$ cat config.mk
export PLATFORM = sky130hd
export DESIGN_NAME = seq_divider_flat
export DESIGN_NICKNAME = d
export VERILOG_FILES = /design/src/rtl/seq_divider_if.sv /design/src/rtl/seq_divider.sv /design/src/flat_wrapper.sv
export SDC_FILE = /design/constraint.sdc
export NUM_CORES = 1
export LEC_CHECK = 0
export ABC_AREA = 1
export ABC_CLOCK_PERIOD_IN_PS = 4600
export CORE_UTILIZATION = 45
export CTS_BUF_LIST = sky130_fd_sc_hd__clkbuf_8
export CTS_CLUSTER_SIZE = 40
export DETAILED_ROUTE_END_ITERATION = 6
export HOLD_SLACK_MARGIN = 0.05
export PLACE_DENSITY = 0.66
export SYNTH_ARGS = -nofsm -noshare
export SYNTH_HDL_FRONTEND = slang
export SYNTH_SLANG_ARGS = --single-unit
$ cat constraint.sdc
create_clock -name clock -period 4.6 [get_ports clock]
set_input_delay 0.46 -clock clock [delete_from_list [all_inputs] [get_ports clock]]
set_output_delay 0.46 -clock clock [all_outputs]
set_load 0.05 [all_outputs]
$ cat src/rtl/seq_divider_if.sv
// ---------------------------------------------------------------------------
// seq_divider_if
//   Handshake/data bundle between the pipeline (master) and the sequential
//   divider (slave).
//
//   ctrl_DIV        master -> slave  start pulse, operands sampled same edge
//   data_operandA   master -> slave  dividend, two's complement
//   data_operandB   master -> slave  divisor, two's complement
//   data_result     slave -> master  quotient, truncated toward zero
//   data_remainder  slave -> master  remainder, sign follows dividend
//   data_exception  slave -> master  divide-by-zero, valid with data_resultRDY
//   data_resultRDY  slave -> master  one-cycle result-valid pulse
// ---------------------------------------------------------------------------
interface seq_divider_if #(
    parameter int WIDTH = 32
) ();

    logic             ctrl_DIV;
    logic [WIDTH-1:0] data_operandA;
    logic [WIDTH-1:0] data_operandB;
    logic [WIDTH-1:0] data_result;
    logic [WIDTH-1:0] data_remainder;
    logic             data_exception;
    logic             data_resultRDY;

    modport master (
        output ctrl_DIV,
        output data_operandA,
        output data_operandB,
        input  data_result,
        input  data_remainder,
        input  data_exception,
        input  data_resultRDY
    );

    modport slave (
        input  ctrl_DIV,
        input  data_operandA,
        input  data_operandB,
        output data_result,
        output data_remainder,
        output data_exception,
        output data_resultRDY
    );

endinterface

$ cat src/rtl/seq_divider.sv
// ---------------------------------------------------------------------------
// seq_divider
//   Multicycle signed integer divider for the ALU/multdiv path. Restoring
//   division on operand magnitudes, one quotient bit per clock; signs are
//   applied when the final step loads the outputs.
//
//   clock   in   system clock, rising edge
//   reset   in   synchronous, active-high
//   bus     slave modport of seq_divider_if (start, operands, results, RDY)
//
//   state  | meaning
//   -------+-----------------------------------------------------------------
//   IDLE   | waiting for ctrl_DIV; outputs hold the last result
//   BUSY   | one restoring-division step per clock, down-counter running
//   DONE   | data_resultRDY high for exactly this one cycle
//
//   A capture with a zero divisor spends its single terminal cycle in BUSY
//   (counter loaded with zero) and loads the exception outputs there, so the
//   RDY pulse lands one cycle after capture just as a normal operation lands
//   WIDTH cycles after capture.
// ---------------------------------------------------------------------------
module seq_divider #(
    parameter int WIDTH = 32
) (
    input  logic          clock,
    input  logic          reset,
    seq_divider_if.slave  bus
);

    localparam int CNT_W = (WIDTH > 1) ? $clog2(WIDTH) : 1;

    typedef enum logic [1:0] {
        S_IDLE = 2'd0,
        S_BUSY = 2'd1,
        S_DONE = 2'd2
    } state_t;

    state_t state;
    state_t state_nxt;

    logic [CNT_W-1:0] count;
    logic [WIDTH-1:0] quo;
    logic [WIDTH:0]   rem;
    logic [WIDTH:0]   b_mag;
    logic             qsign;
    logic             rsign;
    logic             div_zero;

    logic [WIDTH-1:0] result_q;
    logic [WIDTH-1:0] remainder_q;
    logic             exception_q;

    // Magnitudes need WIDTH+1 bits so that -2^(WIDTH-1) maps to +2^(WIDTH-1).
    logic [WIDTH:0]   a_ext;
    logic [WIDTH:0]   b_ext;
    logic [WIDTH:0]   a_abs;
    logic [WIDTH:0]   b_abs;
    logic             b_is_zero;

    logic [WIDTH:0]   r_shift;
    logic [WIDTH+1:0] trial;
    logic             fits;
    logic [WIDTH:0]   rem_step;
    logic [WIDTH-1:0] quo_step;
    logic             last_step;

    always_comb begin
        a_ext     = {bus.data_operandA[WIDTH-1], bus.data_operandA};
        b_ext     = {bus.data_operandB[WIDTH-1], bus.data_operandB};
        a_abs     = bus.data_operandA[WIDTH-1] ? -a_ext : a_ext;
        b_abs     = bus.data_operandB[WIDTH-1] ? -b_ext : b_ext;
        b_is_zero = (bus.data_operandB == '0);
    end

    // Trial subtraction r - b as r + ~b + 1; the carry out of bit WIDTH is
    // set exactly when r >= b, i.e. the subtraction does not borrow.
    always_comb begin
        r_shift   = {rem[WIDTH-1:0], quo[WIDTH-1]};
        trial     = {1'b0, r_shift} + {1'b0, ~b_mag} + (WIDTH+2)'(1);
        fits      = trial[WIDTH+1];
        rem_step  = fits ? trial[WIDTH:0] : r_shift;
        quo_step  = {quo[WIDTH-2:0], fits};
        last_step = (count == '0);
    end

    always_ff @(posedge clock) begin
        if (reset) begin
            state <= S_IDLE;
        end else begin
            state <= state_nxt;
        end
    end

    // A start pulse restarts from any state; holding it high keeps the
    // divider re-capturing, so DONE is never reached until it drops.
    always_comb begin
        state_nxt = state;
        if (bus.ctrl_DIV) begin
            state_nxt = S_BUSY;
        end else begin
            case (state)
                S_IDLE:  state_nxt = S_IDLE;
                S_BUSY:  state_nxt = last_step ? S_DONE : S_BUSY;
                S_DONE:  state_nxt = S_IDLE;
                default: state_nxt = S_IDLE;
            endcase
        end
    end

    always_ff @(posedge clock) begin
        if (reset) begin
            count       <= '0;
            quo         <= '0;
            rem         <= '0;
            b_mag       <= '0;
            qsign       <= 1'b0;
            rsign       <= 1'b0;
            div_zero    <= 1'b0;
            result_q    <= '0;
            remainder_q <= '0;
            exception_q <= 1'b0;
        end else if (bus.ctrl_DIV) begin
            quo      <= a_abs[WIDTH-1:0];
            b_mag    <= b_abs;
            rem      <= '0;
            qsign    <= bus.data_operandA[WIDTH-1] ^ bus.data_operandB[WIDTH-1];
            rsign    <= bus.data_operandA[WIDTH-1];
            div_zero <= b_is_zero;
            count    <= b_is_zero ? '0 : CNT_W'(WIDTH - 1);
        end else if (state == S_BUSY) begin
            quo <= quo_step;
            rem <= rem_step;
            if (last_step) begin
                if (div_zero) begin
                    result_q    <= '0;
                    remainder_q <= '0;
                    exception_q <= 1'b1;
                end else begin
                    result_q    <= qsign ? -quo_step : quo_step;
                    remainder_q <= rsign ? -rem_step[WIDTH-1:0] : rem_step[WIDTH-1:0];
                    exception_q <= 1'b0;
                end
            end else begin
                count <= count - 1'b1;
            end
        end
    end

    assign bus.data_result    = result_q;
    assign bus.data_remainder = remainder_q;
    assign bus.data_exception = exception_q;
    assign bus.data_resultRDY = (state == S_DONE);

endmodule

$ cat src/flat_wrapper.sv
// flat-port wrapper written by rule: the top's interface ports become plain ports
module seq_divider_flat 
#(
    parameter int WIDTH = 32
)
  (clock, reset, bus_ctrl_DIV, bus_data_operandA, bus_data_operandB, bus_data_result, bus_data_remainder, bus_data_exception, bus_data_resultRDY);
  seq_divider_if #(.WIDTH(WIDTH)) bus_i ();
  input  logic clock;
  input  logic reset;
  input wire logic [$bits(bus_i.ctrl_DIV)-1:0] bus_ctrl_DIV;
  input wire logic [$bits(bus_i.data_operandA)-1:0] bus_data_operandA;
  input wire logic [$bits(bus_i.data_operandB)-1:0] bus_data_operandB;
  output wire logic [$bits(bus_i.data_result)-1:0] bus_data_result;
  output wire logic [$bits(bus_i.data_remainder)-1:0] bus_data_remainder;
  output wire logic [$bits(bus_i.data_exception)-1:0] bus_data_exception;
  output wire logic [$bits(bus_i.data_resultRDY)-1:0] bus_data_resultRDY;
  assign bus_i.ctrl_DIV = bus_ctrl_DIV;
  assign bus_i.data_operandA = bus_data_operandA;
  assign bus_i.data_operandB = bus_data_operandB;
  assign bus_data_result = bus_i.data_result;
  assign bus_data_remainder = bus_i.data_remainder;
  assign bus_data_exception = bus_i.data_exception;
  assign bus_data_resultRDY = bus_i.data_resultRDY;
  seq_divider #(.WIDTH(WIDTH)) u_core (.clock(clock), .reset(reset), .bus(bus_i));
endmodule
==> results.md, run 1 <==
- Status: finished clean
- Antenna violations before repair: 0
- Startpoint types: flop
- Measured slew at the worst slew-check pin: between 1 and 1.5 ns
- Xor and xnor area share after synthesis: 0.0154
- GRT Overall Usage: 0.316
- Vias in the first global route: approximately 13000
- Setup TNS: 0 ns
- Initial drt markers: roughly 1200
- Synth area leaders: dfxtp_1 28%, nand2_1 17%, inv_1 9.4%
- Max Fclk: about 0.24 GHz
- Core area: 27100 sq um
- DIE AREA: approximately 28000 sq um
- Post-synthesis compound-gate area fraction: 0.178
- Largest net degree at the start of global routing: 52
- Min-Delay Path Class: reg -> reg
- RSZ-0062 raised after global routing: false
- Maximum VDD drop: approximately 0.20 mV
- Fin. Hold Viols: 0
- Crit path time final: about 4.1 ns
- I/O pin count: between 100 and 150
- Cell count after synthesis: approximately 2100
- Flops & latches, synth: 172
- Worst slew margin: 0.244
- Crit path kind: reg -> reg
- Seq/Total Area, Yosys: 0.275
- Critical path capture point type: flop
- Final worst-path cycle share: 0.890
- TritonCTS buffer count: 17
- Site Rows: 60
- Slowest-stage cell, CP: ha_1
- CTS H-tree depth: 4
- Wire per inst: 17.2 um
- # clock sinks: approximately 170
- Clk slew on worst S/H paths: 0.11 ns
- Syn avg cell area: roughly 6 sq um
- ANT cells: 0
- Yosys top cell area share: 0.275
- Share of cells above drive strength 1: 0.0534
- Initial Utilization: 0.462
- Synth warn: 0
- P_leak: 6.79 nW
- Final Max Tran Viols: 0
- Cell area after synthesis: around 13000 sq um
- EDFF count, synth: 0
- Fill cells: 2854
- DR vias/cell: 5.41
- Top cell by count, worst path: nand2_1
- Dpl hpwl: 34.8 mm
- Gpl congestion: 1.02
- Root Buffer: clkbuf_8
- CTS tree: done
- Synth Flop Type: dfxtp_1
- Syn_nets: 2186
- Die height: around 170 um
- Mux share of post-synthesis cell area: 0
- Clk_lat worst skew: slightly below 0.5 ns
- Post-route insts no fill: roughly 2600
- Placed cells: between 2000 and 3000
- Largest area contributor in the synthesized netlist: dfxtp_1
- Synth Area in Simple Gates: 0.366
- PortBufs: 132
- Drt pass-1 iters: 7
- Hold_buf cts: 0
- Skew final: 0.0202 ns
- Net count, final: 2283
- Vias after detailed routing: approximately 14000
- Global-route wire length before repair: about 70 mm
- Crit-path max cell delay: 0.35 ns
- FFs w/ async S/R, synth: 0
- Max-Cap Viols: 0
- CTS max path bufs: 2
- Area share of fa/ha/maj cells after synthesis: 0.0406
- Residual DRC count: 0
- Worst endpoint required time: approximately 5.0 ns
- Netlist cell types: 57
- Remaining Overflow, GRT: 0
- P&R area growth vs syn: 16.2%
- Detail Route Antenna Nets: 0
- CP Max Fanout: 12
- Critical Path AT: between 4 and 5 ns
- Setup violators final: 0
- Largest family of logic cells by synthesized area: simple AND/OR/NAND/NOR gates
- Routed Wire Length: about 44 mm
- Power Density: about 340 nW/um^2
- Die W: approximately 170 um
## logic make-up after synthesis
kind of cell	after synthesis
simple gates	1060
buf+inv	401
compound gates	384
flops	172
fa+ha+maj	40
xor+xnor	22
## sequential cells by signal, indices dropped and copies added (netlist names)
signal	count
u_core.b_mag	33
u_core.bus.data_remainder	32
u_core.bus.data_result	32
u_core.quo	32
u_core.rem	32
u_core.count	5
u_core.state	2
u_core.bus.data_exception	1
u_core.div_zero	1
u_core.qsign	1
u_core.rsign	1
## critical path, delay by kind of cell, from the launching register on
kind / cells / cell delay (ns)
compound gates: 4 / 0.69
fa+ha+maj: 2 / 0.50
buf+inv: 4 / 0.28
flops: 1 / 0.33
simple gates: 17 / 2.23
## path summary, 6_finish.rpt
kind	from	to	slack [ns]	depth (start not counted)
worst max-delay path	u_core.b_mag[6]	u_core.bus.data_result[30]	0.51	27
worst min-delay path	u_core.bus.data_remainder[15]	u_core.bus.data_remainder[15]	0.47	2
worst max register to register	u_core.b_mag[6]	u_core.bus.data_result[30]	0.51	27
worst min register to register	u_core.bus.data_remainder[15]	u_core.bus.data_remainder[15]	0.47	2
## Yosys cell counts (all sizes together), types with 3 or more instances
library cell  instances
a32o                  6
o21bai                3
and3                  3
o21a                  3
a31oi                14
o22ai                38
ha                   39
o21ai               122
o211ai               25
nand2               595
nor4                  9
a21oi               149
or2                   9
nand3               183
xnor2                 4
clkbuf               54
a32oi                 4
dfxtp               172
nand4                28
inv                 323
xor2                 18
a21boi                3
o32ai                 9
nand3b                9
nor3                 42
buf                  21
clkinv                3
nor2                182
## cell usage in the layout (no fill, tap or decap), types with 3 or more instances in the layout
master,instances
dfxtp_1,172
xnor2_1,4
and3_1,3
xor2_1,18
nor4_1,9
inv_2,9
clkinvlp_4,3
nand3b_1,9
nor2_2,5
o211ai_1,25
nand3_1,178
o32ai_1,9
o21a_1,3
o22ai_1,38
nand2_2,14
clkbuf_8,17
ha_1,39
or2_2,8
o21ai_2,5
a31oi_1,14
nand2_1,579
o21ai_1,13
nor3_2,4
inv_6,7
a21oi_1,146
inv_1,314
buf_4,20
clkinv_1,3
o21ai_0,103
a32o_1,6
a32oi_1,4
nor3_1,36
nor2_1,172
o21bai_1,3
nand3_2,4
clkdlybuf4s50_1,131
nand4_1,28
nor2_4,5
## metal layers
metal  GRT usage  routed length, um  up-vias
li1            -                  -     6991
met1       0.407              18800     6242
met2       0.536              20800      544
met4       0.123               1590        0
met3      0.0374               2960       84
met5           0                  0        -
## where the power goes
group	total (mW)	internal, mW	switching, mW
clock	1.11	0.447	0.663
combinational	2.23	0.671	1.56
sequential	1.63	1.57	0.0570
## area by class of cell
cell class / instances / area [sq um] / share of cell area
well taps: 372 / 465 / 0.0320
flip-flops and latches: 172 / 3440 / 0.237
inverters: 326 / 1220 / 0.0842
multi-input cells: 1506 / 7530 / 0.518
clock inverters: 15 / 150 / 0.0103
clock buffers: 17 / 234 / 0.0161
repair buffers: 153 / 1490 / 0.102
## through the flow
step / worst slack (ns) / hold WS [ns] / util / power [mW] / instance area (sq um)
3_5_place_dp: 0.477 / 0.443 / 0.522 / 3.85 / 14100
3_3_place_gp: 0.676 / 0.435 / 0.522 / 3.84 / 14100
5_1_grt: 0.0765 / 0.475 / 0.536 / 5.31 / 14500
2_1_floorplan: 1.01 / 0.418 / - / 3.21 / 12500
6_report: 0.505 / 0.468 / 0.536 / 4.97 / 14500
4_1_cts: 0.455 / 0.455 / 0.536 / 4.95 / 14500
## repair_timing
item                                   in CTS  in global routing
endpoints found under the hold margin       0                  0
resized for setup                           0                  1
setup buffers                               0                  0
setup endpoints to repair                   0                  2
No activity file was read; power rests on OpenSTA's default activity.
==> run 2, diff against run 1 <==
--- a/config.mk
+++ b/config.mk
@@ -7,12 +7,14 @@
 export LEC_CHECK = 0
 export ABC_AREA = 1
 export ABC_CLOCK_PERIOD_IN_PS = 4600
+export CAP_MARGIN = 20
 export CORE_UTILIZATION = 45
 export CTS_BUF_LIST = sky130_fd_sc_hd__clkbuf_8
 export CTS_CLUSTER_SIZE = 40
 export DETAILED_ROUTE_END_ITERATION = 6
 export HOLD_SLACK_MARGIN = 0.05
 export PLACE_DENSITY = 0.66
+export SLEW_MARGIN = 20
 export SYNTH_ARGS = -nofsm -noshare
 export SYNTH_HDL_FRONTEND = slang
 export SYNTH_SLANG_ARGS = --single-unit
==> results.md, run 2 (synthesis gave the netlist of run 1 again) <==
- Status: finished clean
- Initial Utilization: 0.462 (unchanged)
- Clk slew on worst S/H paths: 0.11 ns (about the same)
- Hold path depth: 2 (unchanged)
- P&R area growth vs syn: 16.3%
- Measured slew at the worst slew-check pin: 0.967 ns (-0.166 ns)
- RSZ-0062 raised after global routing: false
- P_leak: 6.80 nW (+0.11%)
- DIE AREA: 28500 sq um (unchanged)
- Worst r2r dst: u_core.bus.data_result[30]
- Die W: 169 um (unchanged)
- Placed cells: 2529 (unchanged)
- PortBufs: 132 (unchanged)
- Reg2reg start: u_core.b_mag[6]
- Residual DRC count: 0 (unchanged)
- Max reg flops: 33 (unchanged)
- Final Power: 4.97 mW (about the same)
- Net count, final: 2284 (+0.044%)
- Vias after detailed routing: 13900 (+0.60%)
- Crit path kind: reg -> reg
- Design area: 14500 sq um (+0.10%)
- Fin. Hold Viols: 0 (unchanged)
- Crit path time final: 4.08 ns (-0.0173 ns)
- Antenna violations before repair: 0 (unchanged)
- Slowest-stage cell, CP: ha_1
- Flop2flop setup slack: 0.52 ns (+0.02 ns)
- Skew final: 0.0180 ns (-0.00220 ns)
- # Post-CTS Setup Buffers: 0 (unchanged)
- Top cell by count, worst path: nand2_1
- Worst endpoint required time: 5.01 ns (about the same)
- GRT Overall Usage: 0.316 (unchanged)
- Crit-path max cell delay: 0.35 ns (about the same)
- Hold EP: u_core.b_mag[32]
- Commonest non-fill, non-tap cell in the layout: nand2_1
- Core area: 27100 sq um (unchanged)
- Most flops, register: u_core.b_mag
- Max Fclk: 0.245 GHz (+0.42%)
- Gpl congestion: 1.02 (unchanged)
- Initial drt markers: 1175 (-5.8%)
- CTS max path bufs: 2 (unchanged)
- DR vias/cell: 5.44 (+0.56%)
- Worst slew margin: 0.354 (+0.111)
- Multi-input logic area: 7530 sq um (unchanged)
- Detail Route Antenna Nets: 0 (unchanged)
- Wire per inst: 17.3 um (+0.12%)
- Setup TNS: 0 ns (unchanged)
- Critical Path AT: 4.49 ns (-0.02 ns)
- Setup violators final: 0 (unchanged)
- TritonCTS buffer count: 17 (unchanged)
- Remaining Overflow, GRT: 0 (unchanged)
- Post-route insts no fill: 2562 (+0.039%)
- Root Buffer: clkbuf_8
- Die height: 169 um (unchanged)
- Max-Cap Viols: 0 (unchanged)
- CTS tree: done
- Fill cells: 2852 (-0.070%)
- Drt pass-1 iters: 5 (-2)
- Post-placement cell area: 14100 sq um (unchanged)
- Startpoint of the worst hold path: u_core.b_mag[32]
- CTS H-tree depth: 4 (unchanged)
- I/O pin count: 133 (unchanged)
- CP Max Fanout: 12 (unchanged)
- Dpl hpwl: 34.8 mm (unchanged)
- Global-route wire length before repair: 70.4 mm (unchanged)
- Final Max Tran Viols: 0 (unchanged)
- Vias in the first global route: 13100 (unchanged)
- Largest net degree at the start of global routing: 52 (unchanged)
- Sequential Area: 3440 sq um (unchanged)
- Critical path capture point type: flop
- Min-Delay Path Class: reg -> reg
- Power Density: 341 nW/um^2 (-0.15%)
- Routed Wire Length: 44.2 mm (+0.16%)
- Clk_lat worst skew: 0.48 ns (about the same)
- Register-to-Register Path Depth: 27 (unchanged)
- Most frequent cells in the layout: 579 x nand2_1, 314 x inv_1, 178 x nand3_1
- Site Rows: 60 (unchanged)
- ANT cells: 0 (unchanged)
- Share of cells above drive strength 1: 0.0539 (+0.000432)
- # clock sinks: 172 (unchanged)
- Final worst-path cycle share: 0.886 (-0.00376)
- Startpoint types: flop
- Maximum VDD drop: 0.206 mV (+0.53%)
[run 2: power breakdown]
| part | leakage (nW) | total, mW | internal, mW | switching, mW |
|---|---|---|---|---|
| sequential | 1.40 | 1.63 | 1.57 | 0.0572 |
| combinational | 5.21 | 2.23 | 0.672 | 1.56 |
| clock | 0.189 | 1.11 | 0.447 | 0.661 |
| total | 6.80 | 4.97 | 2.69 | 2.28 |
[run 2: final cells by class]
cell class                      count  area share
Sequential cell                   172       0.237
Tap cell                          372      0.0320
Inverter                          326      0.0841
Clock inverter                     15      0.0103
Multi-Input combinational cell   1506       0.518
Timing Repair Buffer              154       0.103
Clock buffer                       17      0.0161
[run 2: repair_timing]
action | 4_1_cts | 5_1_grt
setup endpoints to repair | 0 | 2
gates resized for setup | 0 | 1
hold buffers | 0 | 0
[run 2: through the flow]
step / hold slack, ns / util / worst slack, ns
after floorplan: 0.418 / - / 1.01
after global routing: 0.475 / 0.537 / 0.0765
after CTS: 0.455 / 0.536 / 0.455
final: 0.466 / 0.537 / 0.523
after global placement: 0.435 / 0.522 / 0.676
after detailed placement: 0.443 / 0.522 / 0.477
[run 2: layer usage]
layer	wire length (um)	up-vias	share of wire	track usage
met2	20800	507	0.47	0.536
li1	-	6978	-	-
met4	1610	0	0.036	0.123
met1	19300	6374	0.44	0.407
met5	0	-	0	0
met3	2580	85	0.058	0.0374
[run 2: worst max-delay path by stage]
stage | startpoint | end | slack [ns] | cells past startpoint
finish | u_core.b_mag[6] | u_core.bus.data_result[30] | 0.52 | 27
CTS | u_core.b_mag[8] | u_core.bus.data_result[30] | 0.46 | 27
global route | u_core.b_mag[3] | u_core.bus.data_result[30] | 0.08 | 29
global placement | u_core.rem[1] | u_core.bus.data_result[30] | 0.68 | 28
floorplan | u_core.b_mag[8] | u_core.bus.data_result[24] | 1.01 | 27
detailed placement | u_core.b_mag[8] | u_core.bus.data_result[30] | 0.48 | 27
[run 2: critical path, delay by kind of cell, from the launching register on]
| kind | cells | cell delay [ns] |
|---|---|---|
| AO/OA/AOI/OAI | 4 | 0.67 |
| adder cells (fa/ha/maj) | 2 | 0.50 |
| flip-flops | 1 | 0.32 |
| AND/OR/NAND/NOR | 17 | 2.22 |
| buffers and inverters | 4 | 0.28 |
==> run 3, diff against run 2 <==
--- a/config.mk
+++ b/config.mk
@@ -5,7 +5,6 @@
 export SDC_FILE = /design/constraint.sdc
 export NUM_CORES = 1
 export LEC_CHECK = 0
-export ABC_AREA = 1
 export ABC_CLOCK_PERIOD_IN_PS = 4600
 export CAP_MARGIN = 20
 export CORE_UTILIZATION = 45
@@ -13,8 +12,8 @@
 export CTS_CLUSTER_SIZE = 40
 export DETAILED_ROUTE_END_ITERATION = 6
 export HOLD_SLACK_MARGIN = 0.05
+export MAX_ROUTING_LAYER = met4
 export PLACE_DENSITY = 0.66
-export SLEW_MARGIN = 20
 export SYNTH_ARGS = -nofsm -noshare
 export SYNTH_HDL_FRONTEND = slang
 export SYNTH_SLANG_ARGS = --single-unit
==> results.md, run 3 <==
- Critical path capture point type: flop
- # Post-CTS Setup Buffers: 0 (unchanged)
- Fin. Hold Viols: 0 (unchanged)
- Most frequent cells in the layout: 214 x nor2_1, 172 x dfxtp_1, 156 x nand2_1
- Critical Path AT: 4.74 ns (+0.25 ns)
- CP Max Fanout: 7 (-5)
- Vias in the first global route: 10800 (-18%)
- Measured slew at the worst slew-check pin: 1.11 ns (+0.146 ns)
- Root Buffer: clkbuf_8
- DIE AREA: 26900 sq um (-5.4%)
- Final worst-path cycle share: 0.951 (+0.0648)
- Flops & latches, synth: 172 (unchanged)
- FFs w/ async S/R, synth: 0 (unchanged)
- Core area: 25500 sq um (-6.0%)
- Multi-input logic area: 7820 sq um (+3.9%)
- Sequential Area: 3440 sq um (unchanged)
- Fin Hold WS: 0.358 ns (-0.109 ns)
- Setup WS pre-CTS: 0.135 ns (-0.342 ns)
- Crit path kind: reg -> reg
- Buf+Inv Stages, Crit Path: 2 (-2)
- EDFF count, synth: 0 (unchanged)
- Net count, final: 1779 (-22%)
- Hold_buf cts: 0 (unchanged)
- Min-Delay Path Class: in -> reg
- DR vias/cell: 5.88 (+8.0%)
- Status: finished clean
- CTS tree: done
- Initial drt markers: 966 (-18%)
- Antenna violations before repair: 0 (unchanged)
- Synth Flop Type: dfxtp_1
- Vias after detailed routing: 11800 (-15%)
- Post-placement cell area: 13500 sq um (-4.6%)
- Max-Cap Viols: 0 (unchanged)
- Netlist cell types: 79 (+39%)
- Cell area after synthesis: 11800 sq um (-5.4%)
- CTS H-tree depth: 4 (unchanged)
- Detail Route Antenna Nets: 0 (unchanged)
- I/O pin count: 133 (unchanged)
- Clk_lat worst skew: 0.49 ns (about the same)
- Commonest non-fill, non-tap cell in the layout: nor2_1
- Crit-path max cell delay: 0.54 ns (+0.19 ns)
- Setup violators final: 0 (unchanged)
- Syn_nets: 1685 (-23%)
- Slowest-stage cell, CP: or4b_4
- Crit-path cells: inv_1 -> ha_1 -> nand2_1 -> o21ai_1 -> a21oi_1 -> o31a_1 -> nand2_2 -> nand2_1 -> o21ai_1 -> ha_1 -> inv_1 -> or4b_4 -> o41ai_2 -> nand3_1 -> nand2b_4 -> o41ai_2 -> xnor2_1 -> o21ai_1
- Worst r2r dst: u_core.bus.data_remainder[30]
- Final worst setup slack: 0.225 ns (-0.298 ns)
- Hold path depth: 2 (unchanged)
- Share of cells above drive strength 1: 0.0706 (+0.0167)
- Top cell by count, worst path: o21ai_1
- Skew final: 0.0198 ns (+0.00179 ns)
- Flop2flop setup slack: 0.22 ns (-0.30 ns)
- Fill cells: 2454 (-14%)
- Max reg flops: 33 (unchanged)
- Clk slew on worst S/H paths: 0.12 ns (about the same)
- Syn avg cell area: 7.50 sq um (+25%)
- ANT cells: 0 (unchanged)
- Crit path time final: 4.38 ns (+0.298 ns)
- # clock sinks: 172 (unchanged)
- Hold EP: u_core.bus.data_remainder[9]
- Maximum VDD drop: 0.206 mV (+0.32%)
- Worst endpoint required time: 4.97 ns (-0.04 ns)
- Startpoint of the worst hold path: reset
- Dpl hpwl: 29.1 mm (-17%)
- Max Fclk: 0.229 GHz (-6.8%)
- P_leak: 5.20 nW (-23%)
- P&R area growth vs syn: 18.3%
- Routed Wire Length: 38.1 mm (-14%)
- Gpl congestion: 0.987 (-3.1%)
- Seq/Total Area, Yosys: 0.291 (+0.0158)
- Startpoint types: flop
- Cell count after synthesis: 1578 (-24%)
- Drt pass-1 iters: 5 (unchanged)
- Die W: 164 um (-2.7%)
- Synth area leaders: dfxtp_1 29%, nor2_1 6.9%, xnor2_1 5.3%
- Global-route wire length before repair: 60.1 mm (-15%)
- Most frequent cell after synthesis: nor2_1
- Die height: 164 um (-2.7%)
- RSZ-0062 raised after global routing: false
- Wire per inst: 18.9 um (+9.6%)
- Final Max Tran Viols: 0 (unchanged)
- Power Density: 321 nW/um^2 (-6.0%)
- Residual DRC count: 0 (unchanged)
- Remaining Overflow, GRT: 0 (unchanged)
- CTS max path bufs: 2 (unchanged)
- Worst slew margin: 0.258 (-0.0965)
- GRT Overall Usage: 0.295 (-0.0202)
- Largest area contributor in the synthesized netlist: dfxtp_1
- Resized cells post-CTS: 0 (unchanged)
- Reg2reg start: u_core.b_mag[24]
- Setup TNS: 0 ns (unchanged)
- PortBufs: 132 (unchanged)
- Design area: 14000 sq um (-3.8%)
- Register-to-Register Path Depth: 18 (-33%)
- Yosys top cell area share: 0.291 (+0.0158)
- Top delay family on crit path: compound AO/OA/AOI/OAI gates
- Most flops, register: u_core.b_mag
- Util after Layout: 0.549 (+0.0125)
- TritonCTS buffer count: 17 (unchanged)
- Largest net degree at the start of global routing: 93 (+79%)
- Most frequent cells after synthesis: 216 x nor2_1, 172 x dfxtp_1, 158 x nand2_1
- Site Rows: 58 (-3.3%)
- Initial Utilization: 0.464 (+0.00285)
- Synth warn: 0 (unchanged)
-- run 3: changes by cell type after synthesis, moves of 26 or more --
cell and delta:
nand2_1 -421, inv_1 -260, nand3_1 -159, a211oi_1 +75, xnor2_1 +67, nor2_1 +41
a22oi_1 +39, o22ai_1 -36, clkbuf_1 +34, xor2_1 +33, o31ai_1 +30, a21oi_1 -29
o21ai_0 -26
-- run 3: worst register-to-register path: cells and delay by family (launching register included) --
| family | cells | cell delay, ns |
|---|---|---|
| flops | 1 | 0.35 |
| buf+inv | 2 | 0.13 |
| simple gates | 6 | 1.41 |
| xor+xnor | 1 | 0.16 |
| fa+ha+maj | 2 | 0.62 |
| compound gates | 7 | 1.61 |
-- run 3: per-stage QoR --
stage / power, mW / std cells
floorplan: 2.79 / 1578
global placement: 3.31 / 1981
detailed placement: 3.32 / 1981
CTS: 4.47 / 2013
global route: 4.73 / 2015
finish: 4.49 / 2015
-- run 3: where the power goes --
group / leakage (nW) / total, mW / switching (mW) / internal [mW]
Sequential: 1.41 / 1.64 / 0.0765 / 1.56
Combinational: 3.59 / 1.70 / 1.05 / 0.647
Clock: 0.212 / 1.15 / 0.692 / 0.461
Total: 5.20 / 4.49 / 1.82 / 2.67
-- run 3: worst max path at each step --
stage | startpoint | to | slack [ns] | depth (start not counted)
detailed placement | u_core.rem[17] | u_core.bus.data_remainder[28] | 0.13 | 17
CTS | u_core.rem[17] | u_core.bus.data_remainder[30] | 0.12 | 17
global placement | bus_data_operandB[3] | u_core.b_mag[30] | 0.16 | 11
finish | u_core.b_mag[24] | u_core.bus.data_remainder[30] | 0.22 | 18
global route | u_core.rem[11] | u_core.bus.data_remainder[28] | 0.003 | 16
floorplan | u_core.b_mag[1] | u_core.bus.data_remainder[28] | 0.04 | 20
-- run 3: cells by family (layout without fill, tap and decap cells) --
group           after synthesis  count (layout)  share of synthesized area
fa+ha+maj                    40              40                     0.0429
buf+inv                     157             264                     0.0520
xor+xnor                    122             122                     0.0903
flops                       172             172                      0.291
compound gates              473             473                      0.269
simple gates                588             588                      0.232
mux                          26              26                     0.0222
-- run 3: metal layers --
metal,vias to the layer above,share of wire,track usage,wire (um)
li1,5886,-,-,-
met4,0,0.021,0.0758,794
met1,5583,0.48,0.398,18100
met3,51,0.042,0.0290,1590
met5,-,0,-,0
met2,329,0.46,0.471,17600
-- run 3: area by class of cell --
| type | instances | area share |
|---|---|---|
| clock inverters | 15 | 0.0125 |
| flip-flops and latches | 172 | 0.246 |
| well taps | 330 | 0.0295 |
| multi-input cells | 1249 | 0.559 |
| clock buffers | 17 | 0.0167 |
| repair buffers | 177 | 0.121 |
| inverters | 55 | 0.0148 |
